File: src/rtl/alpha_row_sequencer_pkg.sv
// Shared sizing, field positions and state type for the alphanumeric row sequencer.
package alpha_row_sequencer_pkg;

  localparam int CHARS_PER_LINE   = 32;
  localparam int LINES_PER_ROW    = 12;
  localparam int TEXT_ROWS        = 16;
  localparam int FIRST_GLYPH_LINE = 3;
  localparam int GLYPH_LINES      = 7;
  localparam int ADDR_W           = 9;

  localparam int COL_W  = $clog2(CHARS_PER_LINE);
  localparam int LINE_W = $clog2(LINES_PER_ROW);
  localparam int ROW_W  = $clog2(TEXT_ROWS);

  localparam logic [5:0] SPACE_CODE = 6'd32;

  localparam int VID_CODE_MSB = 5;
  localparam int VID_INV_BIT  = 6;
  localparam int VID_SG_BIT   = 7;

  typedef enum logic [1:0] {
    IDLE   = 2'd0,
    LEAD   = 2'd1,
    ACTIVE = 2'd2,
    HOLD   = 2'd3
  } seq_state_t;

  // Rows outside this window must never reach the ROM, since code*7+row would spill into the next glyph.
  function automatic logic is_glyph_line(input logic [LINE_W-1:0] line);
    return (line >= LINE_W'(FIRST_GLYPH_LINE)) &&
           (line <  LINE_W'(FIRST_GLYPH_LINE + GLYPH_LINES));
  endfunction

endpackage

File: src/rtl/alpha_row_sequencer_if.sv
// Video RAM fetch and character ROM bus between the sequencer (master) and memories (slave).
interface alpha_row_sequencer_if;
  import alpha_row_sequencer_pkg::*;

  logic [ADDR_W-1:0] VidAddr;
  logic [7:0]        VidData;
  logic [5:0]        RomData;
  logic [3:0]        RomRow;
  logic [7:0]        RomPixels;

  modport master (
    output VidAddr, RomData, RomRow,
    input  VidData, RomPixels
  );

  modport slave (
    input  VidAddr, RomData, RomRow,
    output VidData, RomPixels
  );

endinterface

File: src/rtl/alpha_row_sequencer_shift_reg.sv
// Glyph shift register: loads one ROM row, shifts it out MSB first, applies the cell's inverse flag.
module alpha_shift_reg (
  input  logic       Clk,
  input  logic       nReset,
  input  logic       load,
  input  logic       shift,
  input  logic [7:0] din,
  input  logic       inv_in,
  input  logic       sg_in,
  output logic       pix,
  output logic       sg
);

  logic [7:0] shreg;
  logic       inv;

  always_ff @(posedge Clk or negedge nReset) begin
    if (!nReset) begin
      shreg <= 8'd0;
      inv   <= 1'b0;
      sg    <= 1'b0;
    end else if (load) begin
      shreg <= din;
      inv   <= inv_in;
      sg    <= sg_in;
    end else if (shift) begin
      shreg <= {shreg[6:0], 1'b0};
    end
  end

  assign pix = shreg[7] ^ inv;

endmodule

File: src/rtl/alpha_row_sequencer.sv
// Alphanumeric row sequencer: line/row counting, video RAM fetch, ROM addressing and glyph shift-out.
module alpha_row_sequencer
  import alpha_row_sequencer_pkg::*;
(
  input  logic                  Clk,
  input  logic                  nReset,
  input  logic                  PixClkEn,
  input  logic                  LineStart,
  input  logic                  FieldStart,
  alpha_row_sequencer_if.master bus,
  output logic                  PixelOut,
  output logic                  SgChar,
  output logic                  Active
);

  seq_state_t        state, state_next;
  logic [2:0]        pix_cnt;
  logic [COL_W-1:0]  fetch_col;
  logic [COL_W-1:0]  disp_col;
  logic [LINE_W-1:0] line_in_row;
  logic [ROW_W-1:0]  row_cnt;
  logic [5:0]        rom_data;
  logic [3:0]        rom_row;
  logic              inv_lat, sg_lat;
  logic              shr_pix, shr_sg;

  logic running, start_line, cancel, advance;
  logic do_fetch, do_load, do_shift, end_line, last_line, last_row;

  always_comb begin
    running    = (state == LEAD) || (state == ACTIVE);
    start_line = LineStart && (FieldStart || (state != HOLD));
    cancel     = FieldStart || start_line;
    advance    = running && PixClkEn && !cancel;
    do_fetch   = advance && (pix_cnt == 3'd6);
    do_load    = advance && (pix_cnt == 3'd7);
    do_shift   = advance && (state == ACTIVE) && (pix_cnt != 3'd7);
    end_line   = do_load && (state == ACTIVE) &&
                 (disp_col == COL_W'(CHARS_PER_LINE - 1));
    last_line  = (line_in_row == LINE_W'(LINES_PER_ROW - 1));
    last_row   = (row_cnt == ROW_W'(TEXT_ROWS - 1));
  end

  always_ff @(posedge Clk or negedge nReset) begin
    if (!nReset) state <= IDLE;
    else         state <= state_next;
  end

  // FieldStart+LineStart together restart line 0 directly, so start_line is checked first.
  always_comb begin
    state_next = state;
    if (start_line) begin
      state_next = LEAD;
    end else if (FieldStart) begin
      state_next = IDLE;
    end else begin
      case (state)
        LEAD:    if (do_load) state_next = ACTIVE;
        ACTIVE:  if (end_line) state_next = (last_line && last_row) ? HOLD : IDLE;
        default: state_next = state;
      endcase
    end
  end

  always_ff @(posedge Clk or negedge nReset) begin
    if (!nReset) begin
      pix_cnt     <= 3'd0;
      fetch_col   <= '0;
      disp_col    <= '0;
      line_in_row <= '0;
      row_cnt     <= '0;
    end else begin
      if (FieldStart) begin
        line_in_row <= '0;
        row_cnt     <= '0;
      end else if (end_line) begin
        line_in_row <= last_line ? '0 : line_in_row + LINE_W'(1);
        if (last_line) row_cnt <= last_row ? '0 : row_cnt + ROW_W'(1);
      end

      if (start_line) begin
        pix_cnt   <= 3'd0;
        fetch_col <= '0;
        disp_col  <= '0;
      end else if (advance) begin
        pix_cnt <= pix_cnt + 3'd1;
        if (do_fetch && (fetch_col != COL_W'(CHARS_PER_LINE - 1)))
          fetch_col <= fetch_col + COL_W'(1);
        if (do_load && (state == ACTIVE))
          disp_col <= disp_col + COL_W'(1);
      end
    end
  end

  always_ff @(posedge Clk or negedge nReset) begin
    if (!nReset) begin
      rom_data <= 6'd0;
      rom_row  <= 4'd0;
      inv_lat  <= 1'b0;
      sg_lat   <= 1'b0;
    end else if (do_fetch) begin
      if (is_glyph_line(line_in_row) && !bus.VidData[VID_SG_BIT]) begin
        rom_data <= bus.VidData[VID_CODE_MSB:0];
        rom_row  <= 4'(line_in_row - LINE_W'(FIRST_GLYPH_LINE));
      end else begin
        rom_data <= SPACE_CODE;
        rom_row  <= 4'd0;
      end
      inv_lat <= bus.VidData[VID_INV_BIT] & ~bus.VidData[VID_SG_BIT];
      sg_lat  <= bus.VidData[VID_SG_BIT];
    end
  end

  alpha_shift_reg u_shift (
    .Clk    (Clk),
    .nReset (nReset),
    .load   (do_load),
    .shift  (do_shift),
    .din    (bus.RomPixels),
    .inv_in (inv_lat),
    .sg_in  (sg_lat),
    .pix    (shr_pix),
    .sg     (shr_sg)
  );

  assign bus.VidAddr = ADDR_W'(row_cnt) * ADDR_W'(CHARS_PER_LINE) + ADDR_W'(fetch_col);
  assign bus.RomData = rom_data;
  assign bus.RomRow  = rom_row;

  assign Active   = (state == ACTIVE);
  assign PixelOut = Active & shr_pix;
  assign SgChar   = Active & shr_sg;

endmodule

File: src/flat_wrapper.sv
// flat-port wrapper written by rule: the top's interface ports become plain ports
module alpha_row_sequencer_flat import alpha_row_sequencer_pkg::*;
  (Clk, nReset, PixClkEn, LineStart, FieldStart, PixelOut, SgChar, Active, bus_VidAddr, bus_RomData, bus_RomRow, bus_VidData, bus_RomPixels);
  alpha_row_sequencer_if bus_i ();
  input  logic Clk;
  input  logic nReset;
  input  logic PixClkEn;
  input  logic LineStart;
  input  logic FieldStart;
  output logic PixelOut;
  output logic SgChar;
  output logic Active;
  output wire logic [$bits(bus_i.VidAddr)-1:0] bus_VidAddr;
  output wire logic [$bits(bus_i.RomData)-1:0] bus_RomData;
  output wire logic [$bits(bus_i.RomRow)-1:0] bus_RomRow;
  input wire logic [$bits(bus_i.VidData)-1:0] bus_VidData;
  input wire logic [$bits(bus_i.RomPixels)-1:0] bus_RomPixels;
  assign bus_VidAddr = bus_i.VidAddr;
  assign bus_RomData = bus_i.RomData;
  assign bus_RomRow = bus_i.RomRow;
  assign bus_i.VidData = bus_VidData;
  assign bus_i.RomPixels = bus_RomPixels;
  alpha_row_sequencer u_core (.Clk(Clk), .nReset(nReset), .PixClkEn(PixClkEn), .LineStart(LineStart), .FieldStart(FieldStart), .bus(bus_i), .PixelOut(PixelOut), .SgChar(SgChar), .Active(Active));
endmodule
File: config.mk
export PLATFORM = sky130hd
export DESIGN_NAME = alpha_row_sequencer_flat
export DESIGN_NICKNAME = d
export VERILOG_FILES = /design/src/rtl/alpha_row_sequencer_pkg.sv /design/src/rtl/alpha_row_sequencer_if.sv /design/src/rtl/alpha_row_sequencer_shift_reg.sv /design/src/rtl/alpha_row_sequencer.sv /design/src/flat_wrapper.sv
export SDC_FILE = /design/constraint.sdc
export NUM_CORES = 1
export LEC_CHECK = 0
export CAP_MARGIN = 20
export CORE_UTILIZATION = 47
export DETAILED_ROUTE_END_ITERATION = 12
export PLACE_DENSITY_LB_ADDON = 0.2
export SKIP_LAST_GASP = 1
export SYNTH_ARGS = -nofsm -noshare
export SYNTH_HDL_FRONTEND = slang
export SYNTH_HIERARCHICAL = 1
export SYNTH_SLANG_ARGS = --single-unit
File: constraint.sdc
create_clock -name Clk -period 2.6 [get_ports Clk]
set_clock_uncertainty 0.15 [all_clocks]
set_input_delay 0.39 -clock Clk [delete_from_list [all_inputs] [get_ports Clk]]
set_output_delay 0.39 -clock Clk [all_outputs]
set_load 0.01 [all_outputs]
==> results_dict.tcl <==
set metrics [dict create \
    cts_buffers 5 \
    outcome "finished, final reports clean" \
    dp.cells 336 \
    synth_top_cell_by_area "dfrtp_1" \
    swShare_pct 21.13 \
    clkPwrFrac_pct 39.6 \
    cts_buffer_depth 2 \
    crit_family "simple AND/OR/NAND/NOR gates" \
    max_stage_delay_ns 0.74 \
    power.total_mw 1.294 \
    synth_edf_count 0 \
    rows 25 \
    synth_top_area_share_pct 47.32 \
    core_um2 4786 \
    yosysWarnings 6 \
    place.gp.congestion 0.7298 \
    endpoint_kind "flip-flop" \
    fillers 387 \
    hold_violations 0 \
    p_per_area_nw_per_um2 432.5 \
    synth_area_leaders "dfrtp_1 47%, ha_1 6.3%, nand2_1 4.3%" \
    fin_crit_sh_pct 93.76 \
    grt-ovfl-total 0 \
    wl_per_cell_um 13.25 \
    tightest_slew_ns 0.6762 \
    grt_pass1_wl_um 7817 \
    die_area_um2 5352 \
    io_pins 43 \
    synth_cell_type_count 46 \
    worstPathRequired_ns 2.63 \
    finalSetupViolations 0 \
    routed_wl_um 4546 \
    intPower_mw 1.021 \
    slew_headroom_pct 54.81 \
    final_max_slew_viol_count 0 \
    insertedDiodeCount 0 \
    synth_ff_type "dfrtp_1" \
    syn_inst 229 \
    path_class "flip-flop to flip-flop" \
    cp_max_fo 8 \
    crit_chain "inv_1 > ha_1 > or4b_2 > nor3b_2 > buf_4 > mux2i_1 > o21ai_1" \
    clock_latency_ns 0.30 \
    instances_no_fill 343 \
    clock_sinks 45 \
    peakVddDrop_mv 0.2239 \
    drtIter0Drc 97 \
    area_delta_synth_final_pct 25.71 \
    yosysSeqAreaShare_pct 47.32 \
    vias 1811 \
    clkSlewWorstSetupHoldPaths_ns 0.08 \
    multiInputGateArea_um2 1161 \
    worstPathArrival_ns 2.47 \
    combPwrFrac_pct 6.0 \
    clock.fmax_mhz 410.2 \
    antenna_found_initial 0 \
    die_w_um 73.16 \
    initial_core_util_pct 49.73 \
    finalCriticalPeriod_ns 2.438 \
    max_cap_violations 0 \
    viasPerCell 5.280 \
    htree_levels 2 \
    p_sw_uw 273.5 \
    p_seq_share_pct 54.4 \
    clockRootBuffer "clkbuf_8" \
    timing.hold.ws_ns 0.01211 \
    hpwlAfterDp_um 3225 \
    ant_nets 0 \
    grt_pass1_vias 1739 \
    syn_nets 262 \
    track_usage_pct 19.08 \
    drc 0 \
    syn_area_per_cell_um2 10.39 \
    cts_tree "built" \
    startpoint_type "flip-flop" \
    grt_setup_unrepaired "false" \
    leakagePower_nw 1.299 \
    netlist_area_um2 2380 \
    firstDrtPassIters 4 \
    grt_max_degree 46 \
    cp_slowest_cell "or4b_2" \
    drive_gt1_share_pct 11.23 \
    synth_seq_cells 45 \
    fin_nets 309 \
    ff_latch_area_um2 1126 \
    crit_buf_inv 2 \
    synthArstFlopShare_pct 100.0 \
    die_h_um 73.16 \
    port_buffers 42 \
    min_path_type "primary input to asynchronous set/reset pin" \
]
[path summary, 6_finish.rpt]
| kind | startpoint | to | slack [ns] | cells past startpoint |
|---|---|---|---|---|
| max in group asynchronous | nReset | u_core/state[0] | 1.90 | 2 |
| hold / removal | nReset | u_core/u_shift/shreg[3] | 0.01 | 2 |
| setup / recovery | u_core/state[0] | u_core/u_shift/shreg[4] | 0.16 | 7 |
| min in group Clk | u_core/row_cnt[3] | u_core/row_cnt[3] | 0.35 | 1 |
| setup reg to reg | u_core/state[0] | u_core/u_shift/shreg[4] | 0.16 | 7 |
| hold reg to reg | u_core/row_cnt[3] | u_core/row_cnt[3] | 0.35 | 1 |
[per-stage QoR]
step | TNS (ns) | setup WS, ns | cell area, um2 | util, %
4_1_cts | 0 | 0.06511 | 2987 | 62.41
2_1_floorplan | 0 | 0.1944 | 2380 | -
3_3_place_gp | -0.6761 | -0.09969 | 2883 | 60.24
6_report | 0 | 0.1623 | 2992 | 62.51
3_5_place_dp | -1.047 | -0.1787 | 2883 | 60.24
5_1_grt | 0 | 0.03335 | 2992 | 62.51
[kinds of logic after synthesis]
group | after synthesis | share of synthesized area [%]
AO/OA/AOI/OAI | 42 | 11.67
XOR/XNOR | 6 | 2.209
adder cells (fa/ha/maj) | 12 | 6.309
buffers and inverters | 19 | 4.311
flip-flops | 45 | 47.32
multiplexers | 15 | 6.888
AND/OR/NAND/NOR | 90 | 21.29
[sequential cells by signal (all words and copies together) (netlist names), 3 cells and up]
name                  cells
u_core/fetch_col          5
u_core/line_in_row        4
u_core/bus.RomData        6
u_core/row_cnt            4
u_core/pix_cnt            3
u_core/disp_col           5
u_core/u_shift/shreg      8
u_core/bus.RomRow         4
[synthesized netlist by cell type, types with 2 or more instances]
cell type / count
clkbuf_1: 7
inv_1: 7
nor2b_1: 5
buf_6: 4
nand2_1: 27
mux2_2: 3
nor2_1: 9
xnor2_1: 3
nand3_1: 10
xor2_1: 3
nand2b_1: 4
and3_1: 3
nand4b_1: 3
o21ai_1: 8
o31ai_1: 2
nor3_1: 3
mux2_4: 2
nand4_1: 4
o21ai_0: 12
a22o_1: 9
dfrtp_1: 45
mux2i_1: 10
or2b_1: 2
ha_1: 12
nand3b_1: 2
and2_1: 5
a21oi_1: 6
[layout make-up]
class	count	area share (%)
multi-input cells	165	38.81
well taps	67	2.802
flip-flops and latches	45	37.64
clock inverters	2	1.171
clock buffers	5	2.300
inverters	7	0.8783
repair buffers	52	16.39
[power by group through the flow]
stage          Sequential, mW  Clock (mW)  Combinational, mW
2_1_floorplan           0.718           0             0.0232
3_5_place_dp            0.718           0             0.0786
6_report                0.704       0.513             0.0771
3_3_place_gp            0.718           0             0.0777
5_1_grt                 0.705       0.561             0.0867
4_1_cts                 0.704       0.526             0.0792
[layer usage]
layer,up-vias,global-route usage (%),share of wire (%)
li1,906,-,-
met1,861,25.75,50
met2,39,30.56,45
met3,5,3.039,3.8
met4,0,7.843,1.3
met5,-,0,0
[what timing repair did]
action                     in CTS  in global routing
resized for setup               0                  1
setup endpoints to repair       0                  3
buffers inserted                0                  0
hold buffers                    0                  0
[layout by cell type (no fill, tap or decap), types with 2 or more instances in the layout]
| master | synthesis | layout |
|---|---|---|
| ha_1 | 12 | 12 |
| nand2b_1 | 4 | 4 |
| and2_1 | 5 | 5 |
| and3_1 | 3 | 3 |
| o31ai_1 | 2 | 2 |
| mux2i_1 | 10 | 10 |
| clkbuf_8 | 0 | 5 |
| nand2_1 | 27 | 27 |
| or2b_1 | 2 | 2 |
| o21ai_0 | 12 | 12 |
| dfrtp_1 | 45 | 45 |
| nand4b_1 | 3 | 3 |
| nand3_1 | 10 | 10 |
| nand3b_1 | 2 | 2 |
| buf_4 | 0 | 10 |
| nor2b_1 | 5 | 5 |
| o21ai_1 | 8 | 8 |
| mux2_4 | 2 | 2 |
| nor2_1 | 9 | 9 |
| a22o_1 | 9 | 9 |
| mux2_2 | 3 | 3 |
| a21oi_1 | 6 | 6 |
| clkdlybuf4s50_1 | 0 | 41 |
| inv_1 | 7 | 7 |
| xnor2_1 | 3 | 3 |
| nand4_1 | 4 | 4 |
| xor2_1 | 3 | 3 |
| nor3_1 | 3 | 2 |
No activity file was read; power rests on OpenSTA's default activity.
